$ cat config.mk
export PLATFORM = sky130hd
export DESIGN_NAME = instruction_encoder
export DESIGN_NICKNAME = d
export VERILOG_FILES = /design/src/rtl/instruction_encoder_pkg.sv /design/src/rtl/instruction_encoder_packer.sv /design/src/rtl/instruction_encoder.sv
export SDC_FILE = /design/constraint.sdc
export NUM_CORES = 1
export LEC_CHECK = 0
export BUFFER_PORTS_ARGS = -buffer_cell sky130_fd_sc_hd__buf_2
export CAP_MARGIN = 20
export CORE_MARGIN = 5
export CORE_UTILIZATION = 45
export DETAILED_ROUTE_END_ITERATION = 10
export PLACE_DENSITY = 0.78
export SYNTH_ARGS = -nofsm -noshare
export SYNTH_HDL_FRONTEND = slang
export SYNTH_SLANG_ARGS = --single-unit
$ cat constraint.sdc
create_clock -name clk -period 3.4 [get_ports clk]
set_input_delay 0.68 -clock clk [delete_from_list [all_inputs] [get_ports clk]]
set_output_delay 0.68 -clock clk [all_outputs]
set_load 0.02 [all_outputs]
$ cat src/rtl/instruction_encoder_pkg.sv
// Shared types for the instruction encoder: opcodes, formats,
// immediate limits and the field-level request bundle.
package instruction_encoder_pkg;

    typedef logic [31:0]        word_t;
    typedef logic signed [31:0] signed_word_t;
    typedef logic [4:0]         register_index_t;
    typedef logic [2:0]         funct3_t;
    typedef logic [6:0]         funct7_t;

    typedef enum logic [6:0] {
        OPCODE_LOAD   = 7'h03,
        OPCODE_OP_IMM = 7'h13,
        OPCODE_AUIPC  = 7'h17,
        OPCODE_STORE  = 7'h23,
        OPCODE_OP     = 7'h33,
        OPCODE_LUI    = 7'h37,
        OPCODE_BRANCH = 7'h63,
        OPCODE_JALR   = 7'h67,
        OPCODE_JAL    = 7'h6f,
        OPCODE_SYSTEM = 7'h73
    } base_opcode_t;

    localparam funct3_t F3_SLL     = 3'b001;
    localparam funct3_t F3_SRL_SRA = 3'b101;

    typedef enum logic [2:0] {
        FMT_R,
        FMT_I,
        FMT_S,
        FMT_B,
        FMT_U,
        FMT_J,
        FMT_NONE
    } fmt_t;

    localparam int IMM_I_MIN = -2048;
    localparam int IMM_I_MAX = 2047;
    localparam int IMM_B_MIN = -4096;
    localparam int IMM_B_MAX = 4094;
    localparam int IMM_J_MIN = -1048576;
    localparam int IMM_J_MAX = 1048574;
    localparam int SHAMT_MAX = 31;

    typedef struct packed {
        base_opcode_t    opcode;
        funct3_t         funct3;
        funct7_t         funct7;
        register_index_t rd;
        register_index_t rs1;
        register_index_t rs2;
        signed_word_t    imm;
    } encode_request_t;

    function automatic logic in_range(signed_word_t v, int lo, int hi);
        return (v >= lo) && (v <= hi);
    endfunction

    function automatic fmt_t fmt_of(base_opcode_t op);
        fmt_t f;
        unique case (op)
            OPCODE_OP:     f = FMT_R;
            OPCODE_OP_IMM: f = FMT_I;
            OPCODE_LOAD:   f = FMT_I;
            OPCODE_JALR:   f = FMT_I;
            OPCODE_SYSTEM: f = FMT_I;
            OPCODE_STORE:  f = FMT_S;
            OPCODE_BRANCH: f = FMT_B;
            OPCODE_LUI:    f = FMT_U;
            OPCODE_AUIPC:  f = FMT_U;
            OPCODE_JAL:    f = FMT_J;
            default:       f = FMT_NONE;
        endcase
        return f;
    endfunction

endpackage

$ cat src/rtl/instruction_encoder_packer.sv
// Combinational packer: request fields to a 32-bit RV32I word,
// plus a flag telling whether the immediate fits the format.
module instruction_packer
    import instruction_encoder_pkg::*;
(
    input  encode_request_t req,
    output word_t           word,
    output logic            encodable
);

    fmt_t         fmt;
    signed_word_t imm;
    logic         is_shift;

    always_comb begin
        fmt       = fmt_of(req.opcode);
        imm       = req.imm;
        is_shift  = (req.opcode == OPCODE_OP_IMM) &&
                    ((req.funct3 == F3_SLL) ||
                     (req.funct3 == F3_SRL_SRA));
        word      = '0;
        encodable = 1'b0;
        unique case (fmt)
            FMT_R: begin
                word = {req.funct7, req.rs2, req.rs1,
                        req.funct3, req.rd, req.opcode};
                encodable = 1'b1;
            end
            FMT_I: begin
                if (is_shift) begin
                    // shamt lives in the rs2 slot, funct7 selects SRL/SRA
                    word = {req.funct7, imm[4:0], req.rs1,
                            req.funct3, req.rd, req.opcode};
                    encodable = in_range(imm, 0, SHAMT_MAX);
                end else begin
                    word = {imm[11:0], req.rs1,
                            req.funct3, req.rd, req.opcode};
                    encodable = in_range(imm, IMM_I_MIN, IMM_I_MAX);
                end
            end
            FMT_S: begin
                word = {imm[11:5], req.rs2, req.rs1,
                        req.funct3, imm[4:0], req.opcode};
                encodable = in_range(imm, IMM_I_MIN, IMM_I_MAX);
            end
            FMT_B: begin
                word = {imm[12], imm[10:5], req.rs2, req.rs1,
                        req.funct3, imm[4:1], imm[11], req.opcode};
                encodable = in_range(imm, IMM_B_MIN, IMM_B_MAX) &&
                            !imm[0];
            end
            FMT_U: begin
                word = {imm[31:12], req.rd, req.opcode};
                encodable = (imm[11:0] == 12'h000);
            end
            FMT_J: begin
                word = {imm[20], imm[10:1], imm[11], imm[19:12],
                        req.rd, req.opcode};
                encodable = in_range(imm, IMM_J_MIN, IMM_J_MAX) &&
                            !imm[0];
            end
            default: begin
                word      = '0;
                encodable = 1'b0;
            end
        endcase
    end

endmodule

$ cat src/rtl/instruction_encoder.sv
// Request/write FSM: accepts field requests, writes packed words
// to consecutive addresses, counts writes, flags rejects.
module instruction_encoder
    import instruction_encoder_pkg::*;
#(
    parameter int COUNT_WIDTH = 16
) (
    input  logic                   clk,
    input  logic                   reset,
    input  logic                   base_load,
    input  logic [31:0]            base_address,
    input  logic                   req_valid,
    output logic                   req_ready,
    input  logic [6:0]             req_opcode,
    input  logic [2:0]             req_funct3,
    input  logic [6:0]             req_funct7,
    input  logic [4:0]             req_rd,
    input  logic [4:0]             req_rs1,
    input  logic [4:0]             req_rs2,
    input  logic [31:0]            req_imm,
    output logic                   mem_valid,
    input  logic                   mem_ready,
    output logic [31:0]            mem_address,
    output logic [3:0]             mem_wstrobe,
    output logic [31:0]            mem_wdata,
    output logic                   error,
    output logic [COUNT_WIDTH-1:0] word_count
);

    typedef enum logic {
        ST_READY,
        ST_WRITE
    } state_t;

    state_t          state;
    encode_request_t req;
    word_t           packed_word;
    logic            encodable;

    assign req = '{
        opcode: base_opcode_t'(req_opcode),
        funct3: req_funct3,
        funct7: req_funct7,
        rd:     req_rd,
        rs1:    req_rs1,
        rs2:    req_rs2,
        imm:    req_imm
    };

    instruction_packer u_packer (
        .req       (req),
        .word      (packed_word),
        .encodable (encodable)
    );

    // base_load wins over a request, so hide ready while it is high
    assign req_ready   = (state == ST_READY) && !base_load;
    assign mem_wstrobe = mem_valid ? 4'hf : 4'h0;

    always_ff @(posedge clk) begin
        if (!reset) begin
            state       <= ST_READY;
            mem_address <= '0;
            mem_valid   <= 1'b0;
            mem_wdata   <= '0;
            error       <= 1'b0;
            word_count  <= '0;
        end else begin
            unique case (state)
                ST_READY: begin
                    if (base_load) begin
                        mem_address <= base_address & 32'hffff_fffc;
                    end else if (req_valid) begin
                        if (encodable) begin
                            mem_wdata <= packed_word;
                            mem_valid <= 1'b1;
                            state     <= ST_WRITE;
                        end else begin
                            error <= 1'b1;
                        end
                    end
                end
                ST_WRITE: begin
                    if (mem_ready) begin
                        mem_valid   <= 1'b0;
                        mem_address <= mem_address + 32'd4;
                        word_count  <= word_count + 1'b1;
                        state       <= ST_READY;
                    end
                end
                default: state <= ST_READY;
            endcase
        end
    end

endmodule

* Word level (Yosys, flattened, before mapping)
Cells that the tools add are included.
Word-level totals: bits in registers 83, latch bits 0, memory bits (writable) 0, ROM bits 0, bits of input ports 101, word-level logic and storage cells 80, memories 0
Operators by class: add/sub/neg operators 2, multiply operators 0, div/mod/pow operators 0, $lt $le $gt $ge 8, eq/ne operators 22, shift-type cells 0, muxes and demuxes 19, bitwise logic cells 3, reductions and logical operators 20
Operators by type and width (number):
- $pmux 32 s6 | 1
- $mux 32 | 3
- $pmux 32 s2 | 1
- $add 32x3->32 const B | 1
- $ge 32x1->1 const B | 1
- $ge 32x12->1 const B | 1
- $ge 32x13->1 const B | 1
- $ge 32x21->1 const B | 1
- $le 32x12->1 const B | 1
- $le 32x13->1 const B | 1
- $le 32x21->1 const B | 1
- $le 32x6->1 const B | 1
- $eq 7x7->1 const B | 4
- $eq 7x6->1 const B | 3
- $pmux 3 s6 | 1
- $add 16x1->16 const B | 1
- $eq 7x5->1 const B | 2
- $logic_not 12->1 | 1
- $reduce_and 4->1 | 3
- $ne 2x2->1 const B | 5
- $eq 3x3->1 const B | 3
- $mux 1 | 9
- $logic_and 1x1->1 | 8
- $eq 7x2->1 const B | 1
- 12 further kinds | 19

* Longest topological paths before layout
Gate-level depths: netlist of the first run.
depth after elaboration 9, depth in mapped cells 14, gate-level depth less buffers 10

* Hierarchy
A second synthesis of the first run with hierarchy kept.
Second synthesis, totals: cells, all modules 678, area, all modules 4986.0 sq um
Modules (own cells, without submodules):
- instruction_encoder | times used 1, cells an instance 499, area an instance 3881.2 sq um
- instruction_packer | times used 1, cells an instance 179, area an instance 1104.8 sq um

* Least setup slack after synthesis of the first run
OpenSTA, ideal clock, no wires.
kind input-to-reg, from input port req_opcode[4], to register mem_wdata[10], library setup time 0.073 ns, arrival 3.626 ns, slack -0.299 ns, stages on the path 14, cell sequence buf_6 and4b_2 o21a_1 clkbuf_1 inv_1 clkbuf_1 ha_1 or4b_2 nor2_1 o21ai_0 and3_4 a211o_4 buf_6 o22ai_2
On the way: cells in the longest elaborated chain, start to end 6
Ends and longest elaborated chain:
- start: declaration | RTL line instruction_encoder.sv:14 | input logic [6:0] req_opcode,
- $eq 7x2->1, or another cell as far along | RTL line instruction_encoder_pkg.sv:61 | unique case (op)
- $reduce_or 4->1 (no source line) or $reduce_or 2->1 (tied branches)
- $pmux 3 s6 | RTL line instruction_encoder_pkg.sv:61
- $eq 3x3->1, or another cell as far along | RTL line instruction_encoder_packer.sv:23 | unique case (fmt)
- $pmux 1 s6 | RTL line instruction_encoder_packer.sv:23
- $reduce_and 4->1 (no source line)
- end signal: assignment | RTL line instruction_encoder.sv:75 | mem_wdata <= packed_word;
- end: declaration | RTL line instruction_encoder.sv:25 | output logic [31:0] mem_wdata,
Several ways; a longest one is shown, not always the timed one. A chain may end at the register's enable or synchronous reset.

* Worst setup path after layout of the first run
from input port req_opcode[3], to register mem_wdata[5]
Same word-level chain as after synthesis.

==> impl_metrics.py, run 1 <==
metrics = {
    "outcome": {
        "outcome": "finished, final reports clean",
    },
    "yosys": {
        "syn_area_per_cell_sq_um": 8.006,
        "ys_warn_count": 0,
        "yosysSeqAreaShare_pct": 33.48,
        "synthFlopType": "dfxtp_1",
        "yosys.area.top_type": "dfxtp_1",
        "synth-seq-cells": 81,
        "synth_area_sq_um": 4843,
        "yosys-top-cells-count": "dfxtp_1, nand2_1, a21oi_1, nor2_1, clkbuf_1",
        "syn_inst": 605,
        "synth_edf_count": 0,
        "netlist.area_leader.share_pct": 33.48,
        "netlist_top_cells_area": "dfxtp_1, nand2_1, a21oi_1",
        "synth_cell_types": 71,
        "post-synth-top-count-cell": "dfxtp_1",
        "async_flop_share_pct": 0,
    },
    "worst_setup_path": {
        "slowest_delay_ps": 540,
        "cp_max_fo": 32,
        "endpoint_kind": "register",
        "cp-start-kind": "input port",
        "worstReg2RegStart": "mem_address[7]$_SDFFE_PN0P_",
        "slowest_stage": "or4b_4",
        "crit_chain": "buf_2 -> nand4bb_4 -> or3_1 -> ha_4 -> or4b_4 -> nor2_1 -> o21ai_0 -> and3_4 -> a211o_4 -> o22ai_1",
        "worstPathRequired_ps": 3690,
        "critical_path_class": "input port to register",
        "crit_start": "req_opcode[3]",
        "cp.arrival_ps": 3340,
    },
    "pwr": {
        "p_clk_share_pct": 34.7,
        "vdd_drop_max_mv": 0.1807,
        "leakage_nw": 2.595,
        "intPower_mw": 1.468,
        "swShare_pct": 28.52,
        "p_switching_uw": 585.4,
        "pwr_density_cell_nw_per_um2": 338.1,
        "comb_power_share_pct": 16.0,
        "seqPwrFrac_pct": 49.3,
    },
    "cells_and_area": {
        "nFillCells": 978,
        "layout-drive-gt1-share_pct": 33.89,
        "n_antenna_cell": 0,
        "seqCellArea_sq_um": 1623,
        "nets": 875,
        "areaGrowthSynthToFinish_pct": 25.37,
        "multiInputGateArea_sq_um": 2920,
    },
    "global_routing": {
        "grt_pass1_vias": 5190,
        "groute.usage.overall_pct": 23.56,
        "grt_start_max_net_pins": 48,
        "grt_pass1_wl_mm": 24.94,
        "antenna_found_initial": 0,
        "gr-total-overflow": 0,
    },
    "timing": {
        "drv_slew": 0,
        "relSlewSlack_pct": 42.43,
        "fin_setup_tns_ps": 0,
        "period_minus_slack_ps": 3053,
        "rsz0062_at_grt": "false",
        "period_share_pct": 89.79,
        "timing.fmax_ghz": 0.3276,
        "hold_viol": 0,
        "whs_ps": 467.1,
        "tightest_slew_ps": 854.6,
        "skew_ps": 16.15,
        "finalSetupViolCount": 0,
    },
    "die": {
        "ioPinCount": 188,
        "row_count": 37,
        "chipWidth_um": 113.7,
        "core_area_sq_um": 10420,
        "die_h_um": 113.7,
        "initial_core_util_pct": 46.50,
        "die_area_sq_um": 12940,
    },
    "drt": {
        "drtPass1Iterations": 5,
        "via_per_inst": 5.922,
        "drtIter0Drc": 416,
        "dr_total_vias": 5401,
        "drc_errors": 0,
        "ant_nets": 0,
        "routed_wl_mm": 15.80,
        "routedWlPerCell_um": 17.32,
    },
    "placement": {
        "numPortBuffers": 183,
        "gp_congestion": 0.9604,
        "place.detailed.hpwl_mm": 12.18,
    },
    "clock_tree": {
        "clk_latency_ps": 360,
        "cts_buffers": 9,
        "ctsHoldBuffers": 0,
        "clk_pin_slew_ps": 90,
        "cts-root-buf": "clkbuf_8",
        "clockBufferDepth": 2,
        "ctsResizeCount": 0,
        "htree_levels": 3,
        "clock-sinks": 81,
        "cts_setup_buffers": 0,
        "cts_tree": "done",
    },
    "flow_run": {
        "maxCapViolCount": 0,
    },
    "hold_path": {
        "hp-start": "mem_wdata[28]$_SDFFE_PN0P_",
        "hold_path.class": "register to register",
    },
}
[flip-flops by register name, indices dropped and copies added (netlist names)]
name and flops:
mem_valid 1, mem_wdata 32, mem_address 30, error 1, state 1, word_count 16
[layout make-up]
type	count	area share [%]
Multi-Input combinational cell	457	48.09
Sequential cell	81	26.73
Timing Repair Buffer	203	17.97
Tap cell	136	2.802
Clock buffer	11	2.328
Inverter	19	1.175
Clock inverter	5	0.9067
[layer usage]
layer	wire, um	up-vias	part of all wire, %	GRT usage [%]
met3	1303	42	8.2	4.244
met4	523	0	3.3	11.54
met1	6326	2530	40	28.87
met2	7643	266	48	39.69
met5	0	-	0	0
li1	-	2563	-	-
[layout by cell type, fill, tap and decap left out, drive strengths merged, types with 8 or more instances in the layout]
cell type  instances
nor4              11
dfxtp             81
nor2              38
a31oi             13
a21oi             51
clkbuf            11
nand4             18
xnor2             13
buf              203
o21ai             25
nand2             74
o22ai             41
nor3              13
inv               19
and3              21
o221a              8
nand3             17
and2              24
[path summary, 6_finish.rpt]
check,to,slack (ps),cells after the start
setup reg to reg,mem_address[31]$_SDFFE_PN0P_,650,6
setup / recovery,mem_wdata[5]$_SDFFE_PN0P_,350,10
hold reg to reg,mem_wdata[28]$_SDFFE_PN0P_,470,2
hold / removal,mem_wdata[28]$_SDFFE_PN0P_,470,2
[metrics by stage]
step,setup WS (ps),utilization [%],instance area (sq um),std cells,power [mW]
global route,233.8,58.29,6072,912,2.140
CTS,384.6,58.29,6072,912,2.063
finish,347.1,58.29,6072,912,2.053
global placement,63.83,56.41,5876,896,1.347
floorplan,61.92,-,4893,606,1.210
detailed placement,13.34,56.41,5876,896,1.357
[power by group through the flow]
stage / registers (mW) / clock network [mW] / logic (mW)
6_report: 1.01 / 0.712 / 0.329
5_1_grt: 1.02 / 0.768 / 0.357
4_1_cts: 1.01 / 0.727 / 0.325
3_5_place_dp: 1.03 / 0 / 0.325
3_3_place_gp: 1.03 / 0 / 0.316
2_1_floorplan: 1.06 / 0 / 0.153
[kinds of logic (layout without fill, tap and decap cells)]
logic type,after synthesis,in the layout,share of synthesized area (%)
and+or+nand+nor,246,246,26.81
other,1,2,0.07743
AOI/OAI and AO/OA,187,187,28.26
buffers and inverters,68,238,7.026
DFF,81,81,33.48
muxes,4,4,0.8525
adders and majority gates,3,3,0.7751
xor gates and xnor gates,15,15,2.713
[worst max-delay path: cells and delay by family]
kind / cells / cell delay (ps)
fa+ha+maj: 1 / 220
simple gates: 5 / 1460
buf+inv: 1 / 130
compound gates: 3 / 860
No activity file was read; power rests on OpenSTA's default activity.
==> inputs of run 2 (changes only) <==
--- a/config.mk
+++ b/config.mk
@@ -7,10 +7,12 @@
 export LEC_CHECK = 0
 export BUFFER_PORTS_ARGS = -buffer_cell sky130_fd_sc_hd__buf_2
 export CAP_MARGIN = 20
+export CELL_PAD_IN_SITES_DETAIL_PLACEMENT = 0
+export CELL_PAD_IN_SITES_GLOBAL_PLACEMENT = 1
 export CORE_MARGIN = 5
-export CORE_UTILIZATION = 45
+export CORE_UTILIZATION = 32
 export DETAILED_ROUTE_END_ITERATION = 10
-export PLACE_DENSITY = 0.78
+export PLACE_DENSITY_LB_ADDON = 0.1
 export SYNTH_ARGS = -nofsm -noshare
 export SYNTH_HDL_FRONTEND = slang
 export SYNTH_SLANG_ARGS = --single-unit
==> run 2 against run 1 <==
Worst setup slack lost 47 ps. Count of clock-buffer cells in the layout decreased by 1. Global-route usage fell by 4.8 points. Combinational power is essentially flat. Critical path depth is the same. Register-to-register slack improved by 50 ps. Non-clock buffer count up 1. Routed wire length is 7.7% higher. Via count decreased by 3.2%. Sequential share of layout area decreased by 0.59 points. Die area rose by 37%. Critical path type unchanged.
==> impl_metrics.py, run 2 (same netlist as run 1, synthesis figures left out) <==
metrics = {
    "outcome": {
        "outcome": "finished, final reports clean",
    },
    "worst_setup_path": {
        "cp_max_fo": 32,
        "slowest_stage": "a211o_4",
        "critical_path_class": "input port to register",
        "worstPathRequired_ps": 3660,
        "crit_chain": "buf_2 -> nand4bb_4 -> or3_1 -> ha_4 -> nor4_4 -> a32oi_1 -> o22a_1 -> and3_4 -> a211o_4 -> o22ai_1",
        "cp.arrival_ps": 3360,
        "endpoint_kind": "register",
        "cp-start-kind": "input port",
        "slowest_delay_ps": 520,
    },
    "cells_and_area": {
        "top_regs": "mem_wdata (32), mem_address (30), word_count (16)",
        "n_antenna_cell": 0,
        "regMostFlops": "mem_wdata",
        "final_cell_mix": "buf_2, dfxtp_1, nand2_1",
        "layout-drive-gt1-share_pct": 33.98,
        "utilization_pct": 41.31,
        "nFillCells": 1593,
        "largest_register_ffs": 32,
        "areaGrowthSynthToFinish_pct": 28.21,
        "mostFrequentLayoutCell": "buf_2",
        "nets": 876,
        "final_area_sq_um": 6210,
    },
    "drt": {
        "via_per_inst": 5.420,
        "drtIter0Drc": 306,
        "dr_total_vias": 5230,
        "routedWlPerCell_um": 17.63,
        "drc_errors": 0,
        "drtPass1Iterations": 4,
        "routed_wl_mm": 17.01,
        "ant_nets": 0,
    },
    "placement": {
        "gp_congestion": 0.9463,
        "place.detailed.hpwl_mm": 12.89,
        "numPortBuffers": 183,
        "placed_cell_area_sq_um": 5936,
    },
    "timing": {
        "hold_viol": 0,
        "period_minus_slack_ps": 3100,
        "tightest_slew_ps": 835.4,
        "finalSetupViolCount": 0,
        "relSlewSlack_pct": 44.30,
        "period_share_pct": 91.19,
        "skew_ps": 7.801,
        "rsz0062_at_grt": "false",
        "drv_slew": 0,
        "whs_ps": 475.4,
        "timing.fmax_ghz": 0.3225,
    },
    "clock_tree": {
        "clk_latency_ps": 340,
        "htree_levels": 3,
        "ctsResizeCount": 0,
        "cts_buffers": 9,
        "ctsHoldBuffers": 0,
        "clock-sinks": 81,
        "cts_setup_buffers": 0,
        "clockBufferDepth": 2,
        "cts_tree": "done",
        "clk_pin_slew_ps": 70,
        "cts-root-buf": "clkbuf_16",
    },
    "pwr": {
        "leakage_nw": 2.628,
        "p_total_mw": 2.244,
        "pwr_density_cell_nw_per_um2": 361.3,
        "vdd_drop_max_mv": 0.2244,
    },
    "global_routing": {
        "antenna_found_initial": 0,
        "gr-total-overflow": 0,
        "grt_pass1_vias": 5103,
        "groute.usage.overall_pct": 18.74,
        "grt_pass1_wl_mm": 26.94,
        "grt_start_max_net_pins": 84,
    },
    "die": {
        "die_area_sq_um": 17700,
        "initial_core_util_pct": 32.22,
        "row_count": 45,
        "chipWidth_um": 133.0,
        "core_area_sq_um": 15030,
        "ioPinCount": 188,
        "die_h_um": 133.0,
    },
    "flow_run": {
        "maxCapViolCount": 0,
    },
    "hold_path": {
        "hold_path.class": "register to register",
    },
}
run 2: cell type report:
| cell class | count | area [sq um] | share of cell area, % |
|---|---|---|---|
| Multi-Input combinational cell | 457 | 2920 | 47.03 |
| Sequential cell | 81 | 1623 | 26.13 |
| Tap cell | 188 | 235.2 | 3.788 |
| Clock buffer | 10 | 229.0 | 3.687 |
| Inverter | 19 | 71.32 | 1.148 |
| Timing Repair Buffer | 204 | 1086 | 17.49 |
| Clock inverter | 6 | 45.04 | 0.7254 |
run 2: metal layers:
layer | wire (um) | vias to the layer above | global-route usage (%) | share of wire, %
met5 | 0 | - | 0 | 0
met4 | 308 | 0 | 6.409 | 1.8
met3 | 1189 | 22 | 3.878 | 7.0
met2 | 7901 | 194 | 30.36 | 46
met1 | 7612 | 2449 | 24.77 | 45
li1 | - | 2565 | - | -
run 2: critical path: cells and delay by family:
family          cells  cell delay [ps]
simple gates        4             1190
compound gates      4             1140
fa+ha+maj           1              210
buf+inv             1              130
run 2: report_power, final:
part           switching, mW  internal (mW)
logic                  0.194          0.133
clock network          0.408          0.496
registers             0.0364          0.977
total                  0.638           1.61
run 2: path summary, 6_finish.rpt:
check                         startpoint                            to  slack [ps]  cells after the start
min           mem_wdata[30]$_SDFFE_PN0P_    mem_wdata[30]$_SDFFE_PN0P_         480                      2
max                        req_opcode[3]     mem_wdata[5]$_SDFFE_PN0P_         300                     10
max reg2reg  mem_address[4]$_SDFFE_PN0P_  mem_address[31]$_SDFFE_PN0P_         700                      6
min reg2reg   mem_wdata[30]$_SDFFE_PN0P_    mem_wdata[30]$_SDFFE_PN0P_         480                      2
run 2: metrics by stage:
stage                     setup TNS, ps  instances  setup slack, ps
after detailed placement         -155.4        949           -36.77
after global placement                0        949            48.16
final                                 0        965            299.7
after floorplan                       0        606            61.92
after global routing                  0        965            151.8
after CTS                             0        965            335.7
==> inputs of run 3 (changes only) <==
--- a/config.mk
+++ b/config.mk
@@ -10,9 +10,10 @@
 export CELL_PAD_IN_SITES_DETAIL_PLACEMENT = 0
 export CELL_PAD_IN_SITES_GLOBAL_PLACEMENT = 1
 export CORE_MARGIN = 5
-export CORE_UTILIZATION = 32
+export CORE_UTILIZATION = 31
 export DETAILED_ROUTE_END_ITERATION = 10
 export PLACE_DENSITY_LB_ADDON = 0.1
 export SYNTH_ARGS = -nofsm -noshare
 export SYNTH_HDL_FRONTEND = slang
+export SYNTH_HIERARCHICAL = 1
 export SYNTH_SLANG_ARGS = --single-unit
==> run 3 against run 2 <==
Count of clock-buffer cells in the layout unchanged. Critical path depth up 3. Final area up 5.8%. Via count up 11%. Area after synthesis up 2.9%. Highest routed layer unchanged. Total power is 5.1% higher. Combinational power about the same. Critical endpoint is now mem_wdata[26]$_SDFFE_PN0P_. Worst setup slack improved by 83 ps.
==> impl_metrics.py, run 3 <==
metrics = {
    "yosys": {
        "synth_edf_count": 0,
        "post-synth-top-count-cell": "nand2_1",
        "ys_warn_count": 6,
        "netlist_top_cells_area": "dfxtp_1, nand2_1, a21oi_1",
        "synth_cell_types": 71,
        "yosysSeqAreaShare_pct": 32.52,
        "synth-seq-cells": 81,
        "syn_inst": 678,
        "synth_area_sq_um": 4986,
        "async_flop_share_pct": 0,
        "yosys.area.top_type": "dfxtp_1",
        "yosys-top-cells-count": "nand2_1, dfxtp_1, a21oi_1, nor2_1, clkbuf_1",
        "netlist.area_leader.share_pct": 32.52,
        "syn_area_per_cell_sq_um": 7.354,
        "synthFlopType": "dfxtp_1",
    },
    "worst_setup_path": {
        "path_delay_family": "simple AND/OR/NAND/NOR gates",
        "endpoint_kind": "register",
        "cp-start-kind": "input port",
        "slowest_delay_ps": 380,
        "reg2reg_slack_ps": 1070,
        "rr_endpoint": "mem_address[24]$_SDFFE_PN0P_",
        "cp.arrival_ps": 3290,
        "path_depth": 13,
        "slowest_stage": "or3_1",
        "worstPathRequired_ps": 3670,
        "cp_max_fo": 27,
        "crit_chain": "buf_2 -> nand3b_1 -> or3_1 -> ha_2 -> o21ai_0 -> nand4_1 -> nor4_1 -> a311oi_1 -> o311ai_1 -> and3_1 -> buf_12 -> nand2_1 -> a21oi_1",
        "cp_num_buf_inv": 2,
        "worstReg2RegStart": "mem_address[2]$_SDFFE_PN0P_",
        "rr_worst_depth": 6,
        "critical_path_class": "input port to register",
    },
    "clock_tree": {
        "cts_tree": "done",
        "cts_buffers": 9,
        "clk_latency_ps": 350,
        "cts_setup_buffers": 0,
        "clk_pin_slew_ps": 60,
        "ctsHoldBuffers": 0,
        "clock-sinks": 81,
        "htree_levels": 3,
        "cts-root-buf": "clkbuf_16",
        "ctsResizeCount": 0,
        "clockBufferDepth": 2,
    },
    "global_routing": {
        "gr-total-overflow": 0,
        "grt_start_max_net_pins": 34,
        "grt_pass1_wl_mm": 29.96,
        "grt_pass1_vias": 5625,
        "antenna_found_initial": 0,
        "groute.usage.overall_pct": 20.33,
    },
    "die": {
        "row_count": 46,
        "die_area_sq_um": 18720,
        "core_area_sq_um": 15830,
        "die_h_um": 136.8,
        "chipWidth_um": 136.8,
        "initial_core_util_pct": 31.50,
        "ioPinCount": 188,
    },
    "placement": {
        "dp_slack_ps": 64.45,
        "gp_congestion": 0.8876,
        "dp.cells": 1067,
        "place.detailed.hpwl_mm": 14.95,
        "numPortBuffers": 183,
    },
    "cells_and_area": {
        "top_regs": "mem_wdata (32), mem_address (30), word_count (16)",
        "final_cell_mix": "buf_2, nand2_1, dfxtp_1",
        "mostFrequentLayoutCell": "buf_2",
        "regMostFlops": "mem_wdata",
        "nets": 966,
        "n_antenna_cell": 0,
        "layout-drive-gt1-share_pct": 29.56,
        "largest_register_ffs": 32,
        "instances_no_fill": 1082,
        "areaGrowthSynthToFinish_pct": 31.79,
        "nFillCells": 1703,
    },
    "outcome": {
        "outcome": "finished, final reports clean",
    },
    "pwr": {
        "p_total_mw": 2.358,
        "vdd_drop_max_mv": 0.2228,
        "leakage_nw": 2.669,
        "pwr_density_cell_nw_per_um2": 358.9,
    },
    "timing": {
        "fin_setup_tns_ps": 0,
        "hold_viol": 0,
        "timing.fmax_ghz": 0.3314,
        "skew_ps": 13.82,
        "rsz0062_at_grt": "false",
        "period_minus_slack_ps": 3017,
        "fin_ws_ps": 382.8,
        "relSlewSlack_pct": 51.32,
        "finalSetupViolCount": 0,
        "period_share_pct": 88.74,
        "drv_slew": 0,
        "tightest_slew_ps": 724.6,
    },
    "drt": {
        "drtIter0Drc": 352,
        "routedWlPerCell_um": 18.08,
        "ant_nets": 0,
        "drc_errors": 0,
        "dr_total_vias": 5798,
        "drtPass1Iterations": 5,
        "routed_wl_mm": 19.56,
        "via_per_inst": 5.359,
    },
    "hold_path": {
        "hp-start": "mem_wdata[6]$_SDFFE_PN0P_",
        "hold_path.class": "register to register",
        "min_to": "mem_wdata[6]$_SDFFE_PN0P_",
        "whs_path_depth": 2,
    },
    "flow_run": {
        "maxCapViolCount": 0,
    },
}
[run 3: cell count changes after synthesis, sizes merged, moves of 12 or more]
cell	before	now
o22ai	41	6
and2	24	12
nand2	74	126
nand3	17	31
a21oi	51	67
nor2	38	55
[run 3: worst min-delay path, stage by stage, from the launching register on]
cell     delay [ps]
dfxtp_1         300
nand2_1          50
a21oi_1          50
[run 3: power by group]
group	total [mW]	switching (mW)	internal [mW]
logic	0.327	0.196	0.131
clock network	1.02	0.432	0.591
registers	1.01	0.0366	0.972
total	2.36	0.665	1.69
[run 3: worst max path at each step]
stage	slack [ps]	from	end
final	380	req_opcode[3]	mem_wdata[26]$_SDFFE_PN0P_
after global routing	210	req_opcode[3]	mem_wdata[4]$_SDFFE_PN0P_
after CTS	430	req_opcode[3]	mem_wdata[26]$_SDFFE_PN0P_
after detailed placement	60	req_opcode[3]	mem_wdata[26]$_SDFFE_PN0P_
after global placement	130	req_opcode[3]	mem_wdata[27]$_SDFFE_PN0P_
after floorplan	40	req_opcode[2]	mem_wdata[7]$_SDFFE_PN0P_
[run 3: cells by family after synthesis]
| family | Yosys count | synth area share (%) |
|---|---|---|
| adder cells (fa/ha/maj) | 3 | 0.7529 |
| multiplexers | 15 | 3.112 |
| XOR/XNOR | 16 | 2.811 |
| AND/OR/NAND/NOR | 340 | 34.18 |
| other | 1 | 0.07521 |
| buffers and inverters | 57 | 4.843 |
| flip-flops | 81 | 32.52 |
| AO/OA/AOI/OAI | 165 | 21.71 |
[run 3: per-stage QoR]
stage          utilization (%)  hold slack [ps]  cell area (sq um)
3_5_place_dp             39.60            444.5               6269
3_3_place_gp             39.60            442.7               6269
5_1_grt                  41.52            471.6               6571
2_1_floorplan                -            534.5               5019
4_1_cts                  41.52            452.9               6571
6_report                 41.52            451.1               6571
[run 3: area by class of cell]
class | count | area (sq um) | share of cell area (%)
clock buffers | 10 | 239.0 | 3.637
clock inverters | 5 | 63.81 | 0.9711
inverters | 11 | 41.29 | 0.6283
multi-input cells | 541 | 3144 | 47.85
flip-flops and latches | 81 | 1622 | 24.68
well taps | 216 | 270.3 | 4.113
repair buffers | 218 | 1191 | 18.13
[run 3: per-layer routing]
metal	wire [um]	vias to the layer above	track usage, %
met5	0	-	0
met4	408	0	7.040
met3	1629	34	5.551
met2	8473	239	31.00
met1	9053	2702	27.65
li1	-	2823	-
